## config.mk

```make
export PLATFORM = sky130hd
export DESIGN_NAME = rr_port_arbiter_flat
export DESIGN_NICKNAME = d
export VERILOG_FILES = /design/src/rtl/rr_port_arbiter_if.sv /design/src/rtl/rr_port_arbiter.sv /design/src/flat_wrapper.sv
export SDC_FILE = /design/constraint.sdc
export NUM_CORES = 1
export LEC_CHECK = 0
export ABC_CLOCK_PERIOD_IN_PS = 2740
export CORE_MARGIN = 1.5
export CORE_UTILIZATION = 43
export CTS_CLUSTER_SIZE = 10
export DETAILED_ROUTE_END_ITERATION = 12
export HOLD_SLACK_MARGIN = 0.15
export PLACE_DENSITY = 0.85
export SLEW_MARGIN = 10
export SYNTH_ARGS = -nofsm -noshare
export SYNTH_HDL_FRONTEND = slang
export SYNTH_SLANG_ARGS = --single-unit
```

## constraint.sdc

```tcl
create_clock -name clk -period 2.74 [get_ports clk]
set_input_delay 0.822 -clock clk [delete_from_list [all_inputs] [get_ports clk]]
set_output_delay 0.822 -clock clk [all_outputs]
set_load 0.03 [all_outputs]
```

## src/rtl/rr_port_arbiter_if.sv

```systemverilog
// Request/grant bundle between the input ports and one output-port arbiter.
// master drives requests and ready; slave is the arbiter.
interface rr_port_arbiter_if #(
  parameter int NUM_REQ = 4,
  parameter int ADDR_W  = 3
);
  localparam int IDX_W = $clog2(NUM_REQ);

  logic [NUM_REQ-1:0]        req_valid_i;
  logic [NUM_REQ*ADDR_W-1:0] req_nexthop_addr_i;
  logic [NUM_REQ-1:0]        req_tail_i;
  logic                      out_ready_i;
  logic [NUM_REQ-1:0]        grant_o;
  logic [IDX_W-1:0]          grant_idx_o;
  logic                      grant_valid_o;
  logic                      xfer_o;
  logic [IDX_W-1:0]          rr_ptr_o;
  logic                      timeout_o;

  modport master (
    output req_valid_i,
    output req_nexthop_addr_i,
    output req_tail_i,
    output out_ready_i,
    input  grant_o,
    input  grant_idx_o,
    input  grant_valid_o,
    input  xfer_o,
    input  rr_ptr_o,
    input  timeout_o
  );

  modport slave (
    input  req_valid_i,
    input  req_nexthop_addr_i,
    input  req_tail_i,
    input  out_ready_i,
    output grant_o,
    output grant_idx_o,
    output grant_valid_o,
    output xfer_o,
    output rr_ptr_o,
    output timeout_o
  );
endinterface

```

## src/rtl/rr_port_arbiter.sv

```systemverilog
// Round-robin wormhole arbiter for one router output port.
// Optional stall timeout: define RR_LOCK_TIMEOUT_EN.
module rr_port_arbiter #(
  parameter int                NUM_REQ     = 4,
  parameter int                ADDR_W      = 3,
  parameter logic [ADDR_W-1:0] PORT_ID     = 3'd1,
  parameter int                TIMEOUT_CYC = 16
) (
  input logic         clk,
  input logic         reset,
  rr_port_arbiter_if.slave bus
);
  localparam int IDX_W = $clog2(NUM_REQ);

  typedef enum logic {
    IDLE   = 1'b0,
    LOCKED = 1'b1
  } state_t;

  state_t               r_state, w_state_nxt;
  logic [NUM_REQ-1:0]   r_grant, w_grant_nxt;
  logic [IDX_W-1:0]     r_idx, w_idx_nxt;
  logic [IDX_W-1:0]     r_ptr, w_ptr_nxt;
  logic                 r_timeout, w_timeout_nxt;

  logic [NUM_REQ-1:0]   w_desire;
  logic                 w_xfer;
  logic                 w_release;
  logic                 w_force;
  logic [IDX_W-1:0]     w_ptr_rel;
  logic [IDX_W:0]       w_pick_idle;
  logic [IDX_W:0]       w_pick_rel;

  // Returns {found, index}: first set bit scanning upward from p with wrap.
  function automatic logic [IDX_W:0] pick(
    input logic [NUM_REQ-1:0] d,
    input logic [IDX_W-1:0]   p
  );
    logic             f;
    logic [IDX_W-1:0] idx;
    int               k;
    f   = 1'b0;
    idx = '0;
    for (int i = NUM_REQ - 1; i >= 0; i--) begin
      k = (int'(p) + i) % NUM_REQ;
      if (d[k]) begin
        f   = 1'b1;
        idx = IDX_W'(k);
      end
    end
    return {f, idx};
  endfunction

  always_comb begin
    for (int k = 0; k < NUM_REQ; k++) begin
      w_desire[k] = bus.req_valid_i[k] &
        (bus.req_nexthop_addr_i[k*ADDR_W +: ADDR_W] == PORT_ID);
    end
  end

  assign w_xfer = (r_state == LOCKED) &
                  bus.req_valid_i[r_idx] & bus.out_ready_i;

  assign w_ptr_rel = (r_idx == IDX_W'(NUM_REQ - 1)) ?
                     '0 : r_idx + 1'b1;

  assign w_pick_idle = pick(w_desire, r_ptr);
  assign w_pick_rel  = pick(w_desire & ~r_grant, w_ptr_rel);

  assign w_release = (w_xfer & bus.req_tail_i[r_idx]) | w_force;

`ifdef RR_LOCK_TIMEOUT_EN
  localparam int CNT_W = $clog2(TIMEOUT_CYC + 1);

  logic [CNT_W-1:0] r_cnt;

  assign w_force = (r_state == LOCKED) & ~w_xfer &
                   (r_cnt == CNT_W'(TIMEOUT_CYC - 1));

  // Counts only uninterrupted stall cycles of the current packet.
  always_ff @(posedge clk or negedge reset) begin
    if (!reset) begin
      r_cnt <= '0;
    end else if (r_state != LOCKED || w_xfer || w_release) begin
      r_cnt <= '0;
    end else begin
      r_cnt <= r_cnt + 1'b1;
    end
  end
`else
  assign w_force = 1'b0;
`endif

  always_comb begin
    w_state_nxt   = r_state;
    w_grant_nxt   = r_grant;
    w_idx_nxt     = r_idx;
    w_ptr_nxt     = r_ptr;
    w_timeout_nxt = 1'b0;
    unique case (r_state)
      IDLE: begin
        if (w_pick_idle[IDX_W]) begin
          w_state_nxt = LOCKED;
          w_idx_nxt   = w_pick_idle[IDX_W-1:0];
          w_grant_nxt = NUM_REQ'(1) << w_pick_idle[IDX_W-1:0];
        end
      end
      LOCKED: begin
        if (w_release) begin
          w_ptr_nxt     = w_ptr_rel;
          w_timeout_nxt = w_force;
          if (w_pick_rel[IDX_W]) begin
            w_idx_nxt   = w_pick_rel[IDX_W-1:0];
            w_grant_nxt = NUM_REQ'(1) << w_pick_rel[IDX_W-1:0];
          end else begin
            w_state_nxt = IDLE;
            w_idx_nxt   = '0;
            w_grant_nxt = '0;
          end
        end
      end
      default: begin
        w_state_nxt = IDLE;
      end
    endcase
  end

  always_ff @(posedge clk or negedge reset) begin
    if (!reset) begin
      r_state   <= IDLE;
      r_grant   <= '0;
      r_idx     <= '0;
      r_ptr     <= '0;
      r_timeout <= 1'b0;
    end else begin
      r_state   <= w_state_nxt;
      r_grant   <= w_grant_nxt;
      r_idx     <= w_idx_nxt;
      r_ptr     <= w_ptr_nxt;
      r_timeout <= w_timeout_nxt;
    end
  end

  assign bus.grant_o       = r_grant;
  assign bus.grant_idx_o   = r_idx;
  assign bus.grant_valid_o = (r_state == LOCKED);
  assign bus.xfer_o        = w_xfer;
  assign bus.rr_ptr_o      = r_ptr;
`ifdef RR_LOCK_TIMEOUT_EN
  assign bus.timeout_o     = r_timeout;
`else
  assign bus.timeout_o     = 1'b0;
`endif
endmodule

```

## src/flat_wrapper.sv

```systemverilog
// flat-port wrapper written by rule: the top's interface ports become plain ports
module rr_port_arbiter_flat 
#(
  parameter int                NUM_REQ     = 4,
  parameter int                ADDR_W      = 3,
  parameter logic [ADDR_W-1:0] PORT_ID     = 3'd1,
  parameter int                TIMEOUT_CYC = 16
)
  (clk, reset, bus_req_valid_i, bus_req_nexthop_addr_i, bus_req_tail_i, bus_out_ready_i, bus_grant_o, bus_grant_idx_o, bus_grant_valid_o, bus_xfer_o, bus_rr_ptr_o, bus_timeout_o);
  rr_port_arbiter_if #(.NUM_REQ(NUM_REQ), .ADDR_W(ADDR_W)) bus_i ();
  input logic clk;
  input logic reset;
  input wire logic [$bits(bus_i.req_valid_i)-1:0] bus_req_valid_i;
  input wire logic [$bits(bus_i.req_nexthop_addr_i)-1:0] bus_req_nexthop_addr_i;
  input wire logic [$bits(bus_i.req_tail_i)-1:0] bus_req_tail_i;
  input wire logic [$bits(bus_i.out_ready_i)-1:0] bus_out_ready_i;
  output wire logic [$bits(bus_i.grant_o)-1:0] bus_grant_o;
  output wire logic [$bits(bus_i.grant_idx_o)-1:0] bus_grant_idx_o;
  output wire logic [$bits(bus_i.grant_valid_o)-1:0] bus_grant_valid_o;
  output wire logic [$bits(bus_i.xfer_o)-1:0] bus_xfer_o;
  output wire logic [$bits(bus_i.rr_ptr_o)-1:0] bus_rr_ptr_o;
  output wire logic [$bits(bus_i.timeout_o)-1:0] bus_timeout_o;
  assign bus_i.req_valid_i = bus_req_valid_i;
  assign bus_i.req_nexthop_addr_i = bus_req_nexthop_addr_i;
  assign bus_i.req_tail_i = bus_req_tail_i;
  assign bus_i.out_ready_i = bus_out_ready_i;
  assign bus_grant_o = bus_i.grant_o;
  assign bus_grant_idx_o = bus_i.grant_idx_o;
  assign bus_grant_valid_o = bus_i.grant_valid_o;
  assign bus_xfer_o = bus_i.xfer_o;
  assign bus_rr_ptr_o = bus_i.rr_ptr_o;
  assign bus_timeout_o = bus_i.timeout_o;
  rr_port_arbiter #(.NUM_REQ(NUM_REQ), .ADDR_W(ADDR_W), .PORT_ID(PORT_ID), .TIMEOUT_CYC(TIMEOUT_CYC)) u_core (.clk(clk), .reset(reset), .bus(bus_i));
endmodule
```

==> summary.md <==
| Metric | Value |
|---|---|
| HPWL Detailed | 1936 µm |
| Placer Congestion | 0.9003 |
| Number of synthesized flops with an enable pin | 0 |
| Root buf cell | clkbuf_4 |
| Cell type with the largest total area after synthesis | dfrtp_1 |
| Syn_nets | 109 |
| Slew Viols, Final | 0 |
| Switching share of power | 46.99% |
| Initial antenna violation count | 0 |
| Drc violations | 0 |
| Top-count cell post-synth | nor2_1 |
| GRT Util Overall | 22.90% |
| Endpoints failing setup | 0 |
| Worst stage delay on the critical path | 0.50 ns |
| Clock buffers created by TritonCTS | 3 |
| Combinational Power Share | 61.7% |
| Die Span Y | 47.65 µm |
| Status | complete, no violations |
| CP Max Fanout | 2 |
| Largest net degree at the start of global routing | 10 |
| Routed Wire Length | 2423 µm |
| Worst setup SP type | input port |
| Total gr overflow | 0 |
| Final nets | 151 |
| Via count | 890 |
| Clock share of power | 9.0% |
| Depth of the CTS H-tree | 1 |
| Drt wl/cell | 16.05 µm |
| RSZ-0062 raised after global routing | false |
| Fmax | 0.3754 GHz |
| Area grow syn2layout | 47.59% |
| CTS tree | done |
| Horiz. Die Dim | 47.65 µm |
| Synthesis warning total | 0 |
| # rows | 15 |
| Final WS setup | 0.07608 ns |
| Number of synthesized register bits | 9 |
| Asr flop ratio synth | 100.0% |
| CTS Hold Buffers Added | 0 |
| Post-synth top cells | nor2_1, dfrtp_1, a21oi_1 |
| CP max stage cell | mux4_2 |
| Mapped Avg Cell Area | 10.08 µm² |
| Max Cap Viol | 0 |
| Fin Clk Skew | 0.006032 ns |
| Leakage | 0.4787 nW |
| Critical setup path kind | input port to output port |
| Final hold viol count | 0 |
| VDD IR max | 738.3 µV |
| Core area | 0.001802 mm² |
| Port Buf Inserts | 32 |
| Clock transition at the registers of the reported paths | 0.05 ns |
| Mapped cell area | 857.1 µm² |
| Ports | 34 |
| Crit path cell chain | dlygate4sd2_1 > mux4_2 > nand3_2 > inv_1 > buf_6 |
| Final core utilization | 70.21% |
| Worst skew pair latency | 0.26 ns |
| TritonCTS Sinks | 9 |
| Crit end category | output port |
| Vias in the first global route | 852 |
| Setup WS pre-CTS | -0.5603 ns |
| Required @ worst endpoint | 1.92 ns |
| Die area | 0.002270 mm² |
| Final min period | 2.664 ns |
| Power density over the cells | 850.8 mW/mm² |
| Number of DRC markers in iteration 0 | 30 |
| Period utilisation layout | 97.22% |
| Post-synthesis instance total | 85 |
| Top area cells in the synthesized netlist | dfrtp_1, nand4bb_4, nor2_1, mux4_2, and4bb_2 |
| Sequential share of power | 29.2% |
| Ys flop type | dfrtp_1 |
| Yosys top cell area share | 26.28% |
| Vias per cell | 5.894 |
| Worst Hold Class | flop to flop |
| Post-DRT Antenna Nets | 0 |
| CP Data Arrival Time | 1.84 ns |
| Layout cells sized above 1 | 25.40% |
| Number of antenna diodes | 0 |
| 1st-pass router iterations | 4 |
| Internal power | 570.4 µW |
| Initial Util | 47.57% |
| Psw | 505.7 µW |
| Clock Tree Buf Depth | 2 |
| Total power | 1.076 mW |
| Seq/Total Area, Yosys | 26.28% |
| Cell variety after synth | 45 |
| First-pass GRT wire length | 3581 µm |
==> area by class of cell <==
cell class                 count  area, µm²
multi-input combinational     71      601.8
fill                         142      536.8
timing repair buffer          39      369.1
sequential                     9      225.2
tap                           25      31.28
clock buffer                   4      26.28
inverter                       3      11.26
==> power by group through the flow <==
stage | Sequential [mW] | Clock, mW | Combinational [mW]
2_1_floorplan | 0.414 | 0 | 0.298
3_3_place_gp | 0.309 | 0 | 0.638
3_5_place_dp | 0.316 | 0 | 0.651
4_1_cts | 0.314 | 0.101 | 0.663
5_1_grt | 0.327 | 0.110 | 0.704
6_report | 0.314 | 0.0972 | 0.665
==> metal layers <==
layer / track usage (%) / part of all wire (%) / up-vias
li1: - / - / 414
met1: 25.93 / 39 / 406
met2: 41.35 / 47 / 62
met3: 7.170 / 11 / 8
met4: 6.486 / 2.4 / 0
met5: 0 / 0 / -
==> cells by family after synthesis <==
family | after synthesis | synth area share, %
compound gates | 24 | 21.90
fa+ha+maj | 1 | 1.460
buf+inv | 5 | 3.504
flops | 9 | 26.28
mux | 4 | 7.883
other cells | 1 | 0.4375
simple gates | 41 | 38.54
==> state kept, by name (all words and copies together), names as in the netlist <==
name                      cells
u_core.bus.grant_o            4
u_core.bus.rr_ptr_o           2
u_core.bus.grant_valid_o      1
u_core.bus.grant_idx_o        2
==> path summary, 6_finish.rpt <==
path	start	endpoint	slack, ns	depth (start not counted)
max	bus_req_valid_i[3]	bus_xfer_o	0.08	5
min	u_core.bus.rr_ptr_o[0]	u_core.bus.rr_ptr_o[0]	0.62	1
max reg2reg	u_core.bus.grant_idx_o[0]	u_core.bus.grant_o[3]	0.65	6
min reg2reg	u_core.bus.rr_ptr_o[0]	u_core.bus.rr_ptr_o[0]	0.62	1
max in group asynchronous	reset	u_core.bus.rr_ptr_o[1]	1.59	1
min in group asynchronous	reset	u_core.bus.grant_idx_o[1]	0.86	1
==> layout by cell type, fill, tap and decap left out, drive strengths merged, types with 4 or more instances in the layout <==
cell,synthesis,routed
nor2,15,15
clkbuf,0,4
o21ai,4,4
dfrtp,9,9
nand4bb,4,4
clkdlybuf4s50,0,27
a21oi,6,6
dlygate4sd2,0,4
nor3,4,4
buf,2,8
==> stage by stage <==
| step | setup TNS [ns] | instances | hold WS (ns) | instance area [µm²] |
|---|---|---|---|---|
| final | 0 | 151 | 0.6245 | 1265 |
| after floorplan | 0 | 85 | 0.5264 | 857.1 |
| after detailed placement | -0.6488 | 146 | 0.6126 | 1235 |
| after global routing | 0 | 151 | 0.6464 | 1265 |
| after CTS | 0 | 151 | 0.6235 | 1265 |
| after global placement | -0.5660 | 146 | 0.5900 | 1235 |
==> what timing repair did <==
item                       4_1_cts  5_1_grt
gates resized for setup         11        0
setup endpoints to repair        1        0
buffers inserted                 1        0
==> critical path, delay by kind of cell <==
kind                   cells  cell delay (ns)
AND/OR/NAND/NOR            1             0.10
multiplexers               1             0.50
buffers and inverters      3             0.42
(Power assumes the default switching activity.)
